File: src/rtl/fifo_pkg.sv
// Shared dual-clock FIFO helpers: Gray/binary pointer conversion and default sizing.
package fifo_pkg;

    localparam int unsigned AWIDTH_DEFAULT = 3;
    localparam int unsigned PTR_MAX_W      = 16;

    typedef logic [PTR_MAX_W-1:0] ptr_t;

    function automatic ptr_t bin2gray(input ptr_t b);
        return b ^ (b >> 1);
    endfunction

    // Zero-extended inputs convert correctly, so callers may truncate back to their width.
    function automatic ptr_t gray2bin(input ptr_t g);
        ptr_t b;
        b[PTR_MAX_W-1] = g[PTR_MAX_W-1];
        for (int i = PTR_MAX_W - 2; i >= 0; i--) begin
            b[i] = b[i+1] ^ g[i];
        end
        return b;
    endfunction

endpackage

File: src/rtl/rd_pntr_empty_if.sv
// Consumer-facing read handshake and status bundle of the FIFO read controller.
interface rd_pntr_empty_if #(
    parameter int unsigned AWIDTH = 3
);
    logic              rd_req_i;
    logic              rd_en_o;
    logic [AWIDTH-1:0] rd_addr_o;
    logic              rd_empty_o;
    logic              rd_almost_empty_o;
    logic [AWIDTH:0]   rd_usedw_o;
    logic              rd_underflow_o;

    modport master (
        output rd_req_i,
        input  rd_en_o, rd_addr_o, rd_empty_o, rd_almost_empty_o, rd_usedw_o, rd_underflow_o
    );

    modport slave (
        input  rd_req_i,
        output rd_en_o, rd_addr_o, rd_empty_o, rd_almost_empty_o, rd_usedw_o, rd_underflow_o
    );
endinterface

File: src/rtl/sync_w2r.sv
// Two-flop synchronizer carrying the Gray write pointer into the read clock domain.
module sync_w2r #(
    parameter int unsigned W = 4
) (
    input  logic         rd_clk_i,
    input  logic         srst_i,
    input  logic [W-1:0] wr_pntr_gray_i,
    output logic [W-1:0] wq2_o
);

    logic [W-1:0] r_wq1;
    logic [W-1:0] r_wq2;

    // Only r_wq1 samples the asynchronous pointer.
    always_ff @(posedge rd_clk_i) begin
        if (srst_i) begin
            r_wq1 <= '0;
            r_wq2 <= '0;
        end else begin
            r_wq1 <= wr_pntr_gray_i;
            r_wq2 <= r_wq1;
        end
    end

    assign wq2_o = r_wq2;

endmodule

File: src/rtl/rd_pntr_empty.sv
// Read-side pointer, empty/almost-empty, used-word and underflow logic of the dual-clock FIFO.
module rd_pntr_empty
    import fifo_pkg::*;
#(
    parameter int unsigned AWIDTH       = AWIDTH_DEFAULT,
    parameter int unsigned ALMOST_EMPTY = 2
) (
    input  logic             rd_clk_i,
    input  logic             srst_i,
    input  logic [AWIDTH:0]  wr_pntr_gray_rd_i,
    output logic [AWIDTH:0]  rd_pntr_gray_o,
    rd_pntr_empty_if.slave   rd_if
);

    localparam int unsigned PW = AWIDTH + 1;

    logic [PW-1:0] w_wq2;
    logic [PW-1:0] w_wr_bin;
    logic [PW-1:0] w_rd_bin_next;
    logic [PW-1:0] w_rd_gray_next;
    logic [PW-1:0] w_used;
    logic          w_rd_en;

    logic [PW-1:0] r_rd_bin;
    logic [PW-1:0] r_rd_gray;
    logic [PW-1:0] r_usedw;
    logic          r_empty;
    logic          r_almost_empty;
    logic          r_underflow;

    sync_w2r #(
        .W (PW)
    ) u_sync_w2r (
        .rd_clk_i       (rd_clk_i),
        .srst_i         (srst_i),
        .wr_pntr_gray_i (wr_pntr_gray_rd_i),
        .wq2_o          (w_wq2)
    );

    always_comb begin
        w_rd_en        = rd_if.rd_req_i & ~r_empty & ~srst_i;
        w_rd_bin_next  = r_rd_bin + PW'(w_rd_en);
        w_rd_gray_next = PW'(bin2gray(ptr_t'(w_rd_bin_next)));
        w_wr_bin       = PW'(gray2bin(ptr_t'(w_wq2)));
        // Modular difference stays within 0..2**AWIDTH while the writer respects full.
        w_used         = w_wr_bin - w_rd_bin_next;
    end

    always_ff @(posedge rd_clk_i) begin
        if (srst_i) begin
            r_rd_bin       <= '0;
            r_rd_gray      <= '0;
            r_usedw        <= '0;
            r_empty        <= 1'b1;
            r_almost_empty <= 1'b1;
            r_underflow    <= 1'b0;
        end else begin
            r_rd_bin       <= w_rd_bin_next;
            r_rd_gray      <= w_rd_gray_next;
            r_usedw        <= w_used;
            // Full-width compare: the MSB separates a lapped pointer from a true match.
            r_empty        <= (w_rd_gray_next == w_wq2);
            r_almost_empty <= (w_used <= PW'(ALMOST_EMPTY));
            r_underflow    <= rd_if.rd_req_i & r_empty;
        end
    end

    assign rd_pntr_gray_o          = r_rd_gray;
    assign rd_if.rd_en_o           = w_rd_en;
    assign rd_if.rd_addr_o         = r_rd_bin[AWIDTH-1:0];
    assign rd_if.rd_empty_o        = r_empty;
    assign rd_if.rd_almost_empty_o = r_almost_empty;
    assign rd_if.rd_usedw_o        = r_usedw;
    assign rd_if.rd_underflow_o    = r_underflow;

endmodule

File: src/flat_wrapper.sv
// flat-port wrapper written by rule: the top's interface ports become plain ports
module rd_pntr_empty_flat import fifo_pkg::*;
#(
    parameter int unsigned AWIDTH       = AWIDTH_DEFAULT,
    parameter int unsigned ALMOST_EMPTY = 2
)
  (rd_clk_i, srst_i, wr_pntr_gray_rd_i, rd_pntr_gray_o, rd_if_rd_req_i, rd_if_rd_en_o, rd_if_rd_addr_o, rd_if_rd_empty_o, rd_if_rd_almost_empty_o, rd_if_rd_usedw_o, rd_if_rd_underflow_o);
  rd_pntr_empty_if #(.AWIDTH(AWIDTH)) rd_if_i ();
  input  logic rd_clk_i;
  input  logic srst_i;
  input  logic [AWIDTH:0] wr_pntr_gray_rd_i;
  output logic [AWIDTH:0] rd_pntr_gray_o;
  input wire logic [$bits(rd_if_i.rd_req_i)-1:0] rd_if_rd_req_i;
  output wire logic [$bits(rd_if_i.rd_en_o)-1:0] rd_if_rd_en_o;
  output wire logic [$bits(rd_if_i.rd_addr_o)-1:0] rd_if_rd_addr_o;
  output wire logic [$bits(rd_if_i.rd_empty_o)-1:0] rd_if_rd_empty_o;
  output wire logic [$bits(rd_if_i.rd_almost_empty_o)-1:0] rd_if_rd_almost_empty_o;
  output wire logic [$bits(rd_if_i.rd_usedw_o)-1:0] rd_if_rd_usedw_o;
  output wire logic [$bits(rd_if_i.rd_underflow_o)-1:0] rd_if_rd_underflow_o;
  assign rd_if_i.rd_req_i = rd_if_rd_req_i;
  assign rd_if_rd_en_o = rd_if_i.rd_en_o;
  assign rd_if_rd_addr_o = rd_if_i.rd_addr_o;
  assign rd_if_rd_empty_o = rd_if_i.rd_empty_o;
  assign rd_if_rd_almost_empty_o = rd_if_i.rd_almost_empty_o;
  assign rd_if_rd_usedw_o = rd_if_i.rd_usedw_o;
  assign rd_if_rd_underflow_o = rd_if_i.rd_underflow_o;
  rd_pntr_empty #(.AWIDTH(AWIDTH), .ALMOST_EMPTY(ALMOST_EMPTY)) u_core (.rd_clk_i(rd_clk_i), .srst_i(srst_i), .wr_pntr_gray_rd_i(wr_pntr_gray_rd_i), .rd_pntr_gray_o(rd_pntr_gray_o), .rd_if(rd_if_i));
endmodule
File: config.mk
export PLATFORM = sky130hd
export DESIGN_NAME = rd_pntr_empty_flat
export DESIGN_NICKNAME = d
export VERILOG_FILES = /design/src/rtl/fifo_pkg.sv /design/src/rtl/rd_pntr_empty_if.sv /design/src/rtl/sync_w2r.sv /design/src/rtl/rd_pntr_empty.sv /design/src/flat_wrapper.sv
export SDC_FILE = /design/constraint.sdc
export NUM_CORES = 1
export LEC_CHECK = 0
export CORE_ASPECT_RATIO = 0.6
export CORE_MARGIN = 8
export CORE_UTILIZATION = 38
export DETAILED_ROUTE_END_ITERATION = 10
export GPL_TIMING_DRIVEN = 0
export PLACE_DENSITY = 0.66
export SLEW_MARGIN = 20
export SYNTH_ARGS = -nofsm -noshare
export SYNTH_HDL_FRONTEND = slang
export SYNTH_SLANG_ARGS = --single-unit
export TNS_END_PERCENT = 100
File: constraint.sdc
create_clock -name rd_clk_i -period 2.35 [get_ports rd_clk_i]
set_input_delay 0.235 -clock rd_clk_i [delete_from_list [all_inputs] [get_ports rd_clk_i]]
set_output_delay 0.235 -clock rd_clk_i [all_outputs]
set_load 0.005 [all_outputs]
==> results.toml, run 1 <==
[run_status]
outcome = "complete, no violations"

[cells_and_area]
area.growth.synth_to_final_pct = 47.9
fin_cells = 144
n_antenna_cell = 0
multi_input_area_um2 = 490
nFillCells = 195
seq_area_um2 = 445
layout.nets = 127
drive_above_1_share = 0.237

[critical_path]
worst_r2r_endpoint = "u_core.rd_if.rd_almost_empty_o"
startpoint_type = "input pin"
r2r_slack_ps = 80
reg2reg_depth = 8
timing.rr.start = "u_core.u_sync_w2r.wq2_o[3]"
cp-end-kind = "flip-flop"
critical_path_class = "input pin to flip-flop"
arrival_ps = 2450
crit_fanout = 4
critical_path_required_ps = 2520

[yosys]
synth.top_cell.area_share = 0.486
synth_seq_cells = 22
yosysSeqAreaShare = 0.486
avgSynthCellArea_um2 = 11.1
synth_warnings = 0
synth_cells = 82
ys_types = 25
yosys-top-cells-area = "dfxtp_1 (49%), nor2b_1 (6.9%), xnor2_1 (5.8%)"
syn_area_um2 = 907
yosys.area.top_type = "dfxtp_1"
synth_nets = 94

[grt]
grtUsageTotal = 0.0883
grt_max_degree = 14
grt_pass1_wl_um = 2860
grt_pass1_vias = 627
grt_antenna_before_repair = 0
gr-total-overflow = 0

[clocking]
clock_path_buffers = 2
cts_hold_buf = 0
cts-buffers-inserted = 3
path_clk_slew_ps = 80
cts_root_buf = "clkbuf_8"
clock_latency_ps = 260
cts_sinks = 22
cts_tree = "built"
cts-htree-levels = 1

[pwr]
ir_drop_uv = 486
power_per_cell_area_nw_per_um2 = 671
p_leak_nw = 0.543

[placement]
pre_cts_ws_ps = -937
place.gp.congestion = 0.824
io_buffers = 21
dp_hpwl_um = 1230
dpl.cell_count = 133

[timing]
drv_slew = 0
fmax_mhz = 438
layout_setup_ws_ps = 67.0
skew_ps = 5.06
period_share = 0.971
hold_violations = 0
totalNegativeSetupSlack_ps = 0
fin_hold_ws_ps = 333
relSlewSlack = 0.630
post-route-min-period_ps = 2280
worst_pin_slew_ps = 554
setup_viol = 0

[floorplan]
die_y_um = 53.8
die_x_um = 79.1
core_um2 = 2210
fp-row-count = 13
io_pins = 22
start_util = 0.410
dieArea_um2 = 4260

[detailed_routing]
wl_per_cell_um = 11.6
dr.pass1.iters = 4
routed_wl_um = 1660
drtAntennaViolNets = 0
drc = 0
post_drt_via_cell_ratio = 4.33
vias = 623
drt_iter0_markers = 30

[min_path]
holdPathEnd = "u_core.u_sync_w2r.wq2_o[1]"
holdPathStages = 2
worstHoldStart = "srst_i"
min_path_type = "input pin to flip-flop"

[job]
maxCapViolations = 0
registers in the layout, summed over array words and instances, names as in the netlist:
| signal | cells |
|---|---|
| u_core.rd_if.rd_empty_o | 1 |
| u_core.u_sync_w2r.wq2_o | 4 |
| u_core.rd_pntr_gray_o | 4 |
| u_core.rd_if.rd_underflow_o | 1 |
| u_core.rd_if.rd_usedw_o | 4 |
| u_core.rd_if.rd_almost_empty_o | 1 |
| u_core.r_rd_bin | 3 |
| u_core.u_sync_w2r.r_wq1 | 4 |
cells by family after synthesis:
kind of cell | synth area share
AO/OA/AOI/OAI | 0.0386
XOR/XNOR | 0.190
buffers and inverters | 0.0248
adder cells (fa/ha/maj) | 0.0897
AND/OR/NAND/NOR | 0.171
flip-flops | 0.486
synthesized netlist by cell type:
| cell type | number |
|---|---|
| fa_1 | 1 |
| nor3b_2 | 1 |
| inv_2 | 1 |
| ha_1 | 4 |
| xor2_4 | 1 |
| nor3b_1 | 1 |
| dfxtp_1 | 22 |
| or3_1 | 2 |
| xnor2_2 | 1 |
| maj3_2 | 1 |
| nand3_1 | 2 |
| xor2_1 | 5 |
| xor2_2 | 2 |
| o21ba_1 | 1 |
| o21ai_1 | 1 |
| inv_1 | 3 |
| nor2b_1 | 10 |
| clkbuf_1 | 2 |
| o21bai_1 | 1 |
| a21o_1 | 1 |
| a21oi_1 | 1 |
| nor2_1 | 9 |
| nand2_1 | 2 |
| and3b_1 | 1 |
| xnor2_1 | 6 |
what timing repair did:
action,in CTS,in global routing
pin swaps,1,6
buffers inserted,2,5
setup endpoints to repair,5,1
gates resized for setup,13,3
gates cloned,0,0
metal layers:
metal / GRT usage / share of wire
met1: 0.0905 / 0.44
met2: 0.151 / 0.43
met3: 0.0548 / 0.12
met4: 0.0274 / 0.0060
met5: 0 / 0
where the power goes:
part | switching (mW) | total [mW] | leakage (nW) | internal, mW
Combinational | 0.0536 | 0.146 | 0.326 | 0.0923
Sequential | 0.00964 | 0.404 | 0.182 | 0.395
Clock | 0.122 | 0.350 | 0.0357 | 0.228
Total | 0.185 | 0.900 | 0.543 | 0.715
cells in the final DEF, fill, tap and decap left out, types with 2 or more instances in the layout:
master           netlist  routed
dfxtp_1               22      20
clkdlybuf4s50_1        0      20
clkbuf_8               0       4
nor2_1                 9       9
xnor2_1                6       5
ha_4                   0       2
inv_1                  3       3
or3_1                  2       2
nand3_1                2       2
buf_4                  0       7
xor2_2                 2       2
nor2b_1               10      10
xor2_1                 5       5
xnor2_2                1       2
nand2_1                2       2
area by class of cell:
cell class	count	area share
Inverter	4	0.0112
Buffer	2	0.0131
Tap cell	30	0.0280
Timing Repair Buffer	28	0.197
Sequential cell	22	0.332
Multi-Input combinational cell	54	0.366
Clock buffer	3	0.0308
Clock inverter	1	0.0224
worst max-delay path, cell delays in order:
cell	delay, ps
clkdlybuf4s50_1	480
nor3b_4	230
ha_4	250
ha_2	200
fa_1	490
or3_1	320
o21ai_1	80
o21ba_1	150
through the flow:
step / total power, mW / instance area [µm²] / util
3_5_place_dp: 0.536 / 1160 / 0.524
6_report: 0.900 / 1340 / 0.606
3_3_place_gp: 0.533 / 1160 / 0.524
2_1_floorplan: 0.479 / 912 / -
5_1_grt: 0.945 / 1340 / 0.606
4_1_cts: 0.899 / 1300 / 0.587
worst max path at each step:
stage	slack, ps	startpoint	endpoint
floorplan	9	srst_i	u_core.rd_if.rd_almost_empty_o
global placement	-940	srst_i	u_core.rd_if.rd_almost_empty_o
detailed placement	-940	srst_i	u_core.rd_if.rd_almost_empty_o
CTS	30	u_core.u_sync_w2r.wq2_o[2]	u_core.rd_if.rd_almost_empty_o
global route	-40	u_core.u_sync_w2r.wq2_o[3]	u_core.rd_if.rd_almost_empty_o
finish	70	rd_if_rd_req_i	u_core.rd_if.rd_almost_empty_o
Note: power is estimated with default switching activity, not from simulation.
==> run 2, diff against run 1 <==
SKIP_LAST_GASP = 1   (was unset)
==> results of run 2 <==
The final DEF is identical to that of run 1; final timing and power are the same.
==> run 3, diff against run 2 <==
CORE_MARGIN = 2   (was 8)
SKIP_CTS_REPAIR_TIMING = 1   (was unset)
==> run 3 against run 2 <==
Clock power increased by 1%. Register-to-register slack barely moved. Die area is 34% lower. Sequential power about the same. Flip-flop and latch count is the same. Combinational power is essentially flat. Total power rose by 0.27%. Sequential share of layout area fell by 0.12 points. Design area grew 0.93%. Maximum frequency down 0.87%. Non-clock buffer count decreased by 1. Clock skew grew 4.5 ps. Critical path type unchanged.
==> results.toml, run 3 (synthesis results as in run 1) <==
[pwr]
power_per_cell_area_nw_per_um2 = 667
p_leak_nw = 0.549
ir_drop_uv = 475
power.total_mw = 0.902

[critical_path]
crit_fanout = 4
crit_buf_inv = 1
arrival_ps = 2470
cp-end-kind = "flip-flop"
max_stage_delay_ps = 490
critical_path_class = "input pin to flip-flop"
crit_chain = "clkdlybuf4s50_1 -> nor3b_4 -> ha_4 -> ha_2 -> fa_1 -> or3_1 -> o21ai_1 -> o21ba_1"
crit_family = "adder cells"
startpoint_type = "input pin"
crit_path_top_delay_cell = "fa_1"
critical_path_required_ps = 2520

[floorplan]
die_y_um = 41.8
die_x_um = 67.1
fp-row-count = 13
start_util = 0.410
io_pins = 22
dieArea_um2 = 2810
core_um2 = 2210

[placement]
dp_hpwl_um = 1090
io_buffers = 21
place.gp.congestion = 0.771

[grt]
grt_pass1_wl_um = 2470
grt_antenna_before_repair = 0
grt_max_degree = 14
grt_pass1_vias = 561
grtUsageTotal = 0.120
gr-total-overflow = 0

[timing]
worst_pin_slew_ps = 508
period_share = 0.980
hold_violations = 0
post-route-min-period_ps = 2300
totalNegativeSetupSlack_ps = 0
fin_hold_ws_ps = 318
relSlewSlack = 0.660
setup_viol = 0
skew_ps = 9.51
fmax_mhz = 434
drv_slew = 0

[cells_and_area]
layout_common_cells = "clkdlybuf4s50_1 (20), dfxtp_1 (20), nor2b_1 (10), nor2_1 (9), buf_4 (7)"
n_antenna_cell = 0
nFillCells = 193
area.growth.synth_to_final_pct = 49.2
drive_above_1_share = 0.221
layout.nets = 126

[clocking]
cts_tree = "built"
clock_latency_ps = 270
cts-buffers-inserted = 3
cts_root_buf = "clkbuf_8"
path_clk_slew_ps = 90
cts_sinks = 22
clock_path_buffers = 2
cts-htree-levels = 1

[detailed_routing]
post_drt_via_cell_ratio = 4.43
drc = 0
dr.pass1.iters = 4
drt_iter0_markers = 17
routed_wl_um = 1610
vias = 634
wl_per_cell_um = 11.3
drtAntennaViolNets = 0

[run_status]
outcome = "complete, no violations"

[job]
maxCapViolations = 0

[min_path]
min_path_type = "input pin to flip-flop"
run 3: cell types whose count changed in the layout (fill, tap and decap cells not counted), sizes merged:
cell / previous run / this run
dlymetal6s2s: 0 / 1
clkbuf: 5 / 4
clkdlybuf4s15: 1 / 0
run 3: final timing paths:
path,cells after the start,slack [ps],start,end
min reg2reg,1,440,u_core.u_sync_w2r.r_wq1[1],u_core.u_sync_w2r.wq2_o[1]
max,8,50,rd_if_rd_req_i,u_core.rd_if.rd_almost_empty_o
max reg2reg,8,70,u_core.u_sync_w2r.wq2_o[2],u_core.rd_if.rd_almost_empty_o
min,2,320,srst_i,u_core.u_sync_w2r.wq2_o[1]
run 3: metrics by stage:
| step | cell area [µm²] | std cells | utilization | setup WS (ps) |
|---|---|---|---|---|
| 2_1_floorplan | 912 | 82 | - | 8.52 |
| 3_3_place_gp | 1160 | 133 | 0.524 | -912 |
| 3_5_place_dp | 1160 | 133 | 0.524 | -950 |
| 4_1_cts | 1230 | 137 | 0.557 | -666 |
| 5_1_grt | 1350 | 143 | 0.612 | -61.7 |
| 6_report | 1350 | 143 | 0.612 | 47.1 |
run 3: area by class of cell:
type | instances | area (µm²) | area share
inverters | 4 | 15.0 | 0.0111
clock buffers | 3 | 41.3 | 0.0305
plain buffers | 2 | 11.3 | 0.00832
clock inverters | 1 | 30.0 | 0.0222
multi-input cells | 54 | 513 | 0.379
well taps | 30 | 37.5 | 0.0277
repair buffers | 27 | 258 | 0.190
flip-flops and latches | 22 | 448 | 0.331
run 3: power breakdown:
group / internal [mW] / total, mW / switching [mW]
Combinational: 0.0898 / 0.144 / 0.0539
Clock: 0.228 / 0.354 / 0.126
Sequential: 0.394 / 0.405 / 0.0109
Total: 0.712 / 0.902 / 0.191
run 3: routing by layer:
layer  vias to the layer above  global-route usage  wire length, µm
met5                         -                   0                0
met4                         0              0.0490               17
met3                         5              0.0488              116
met2                        20               0.184              779
met1                       290               0.150              697
li1                        319                   -                -
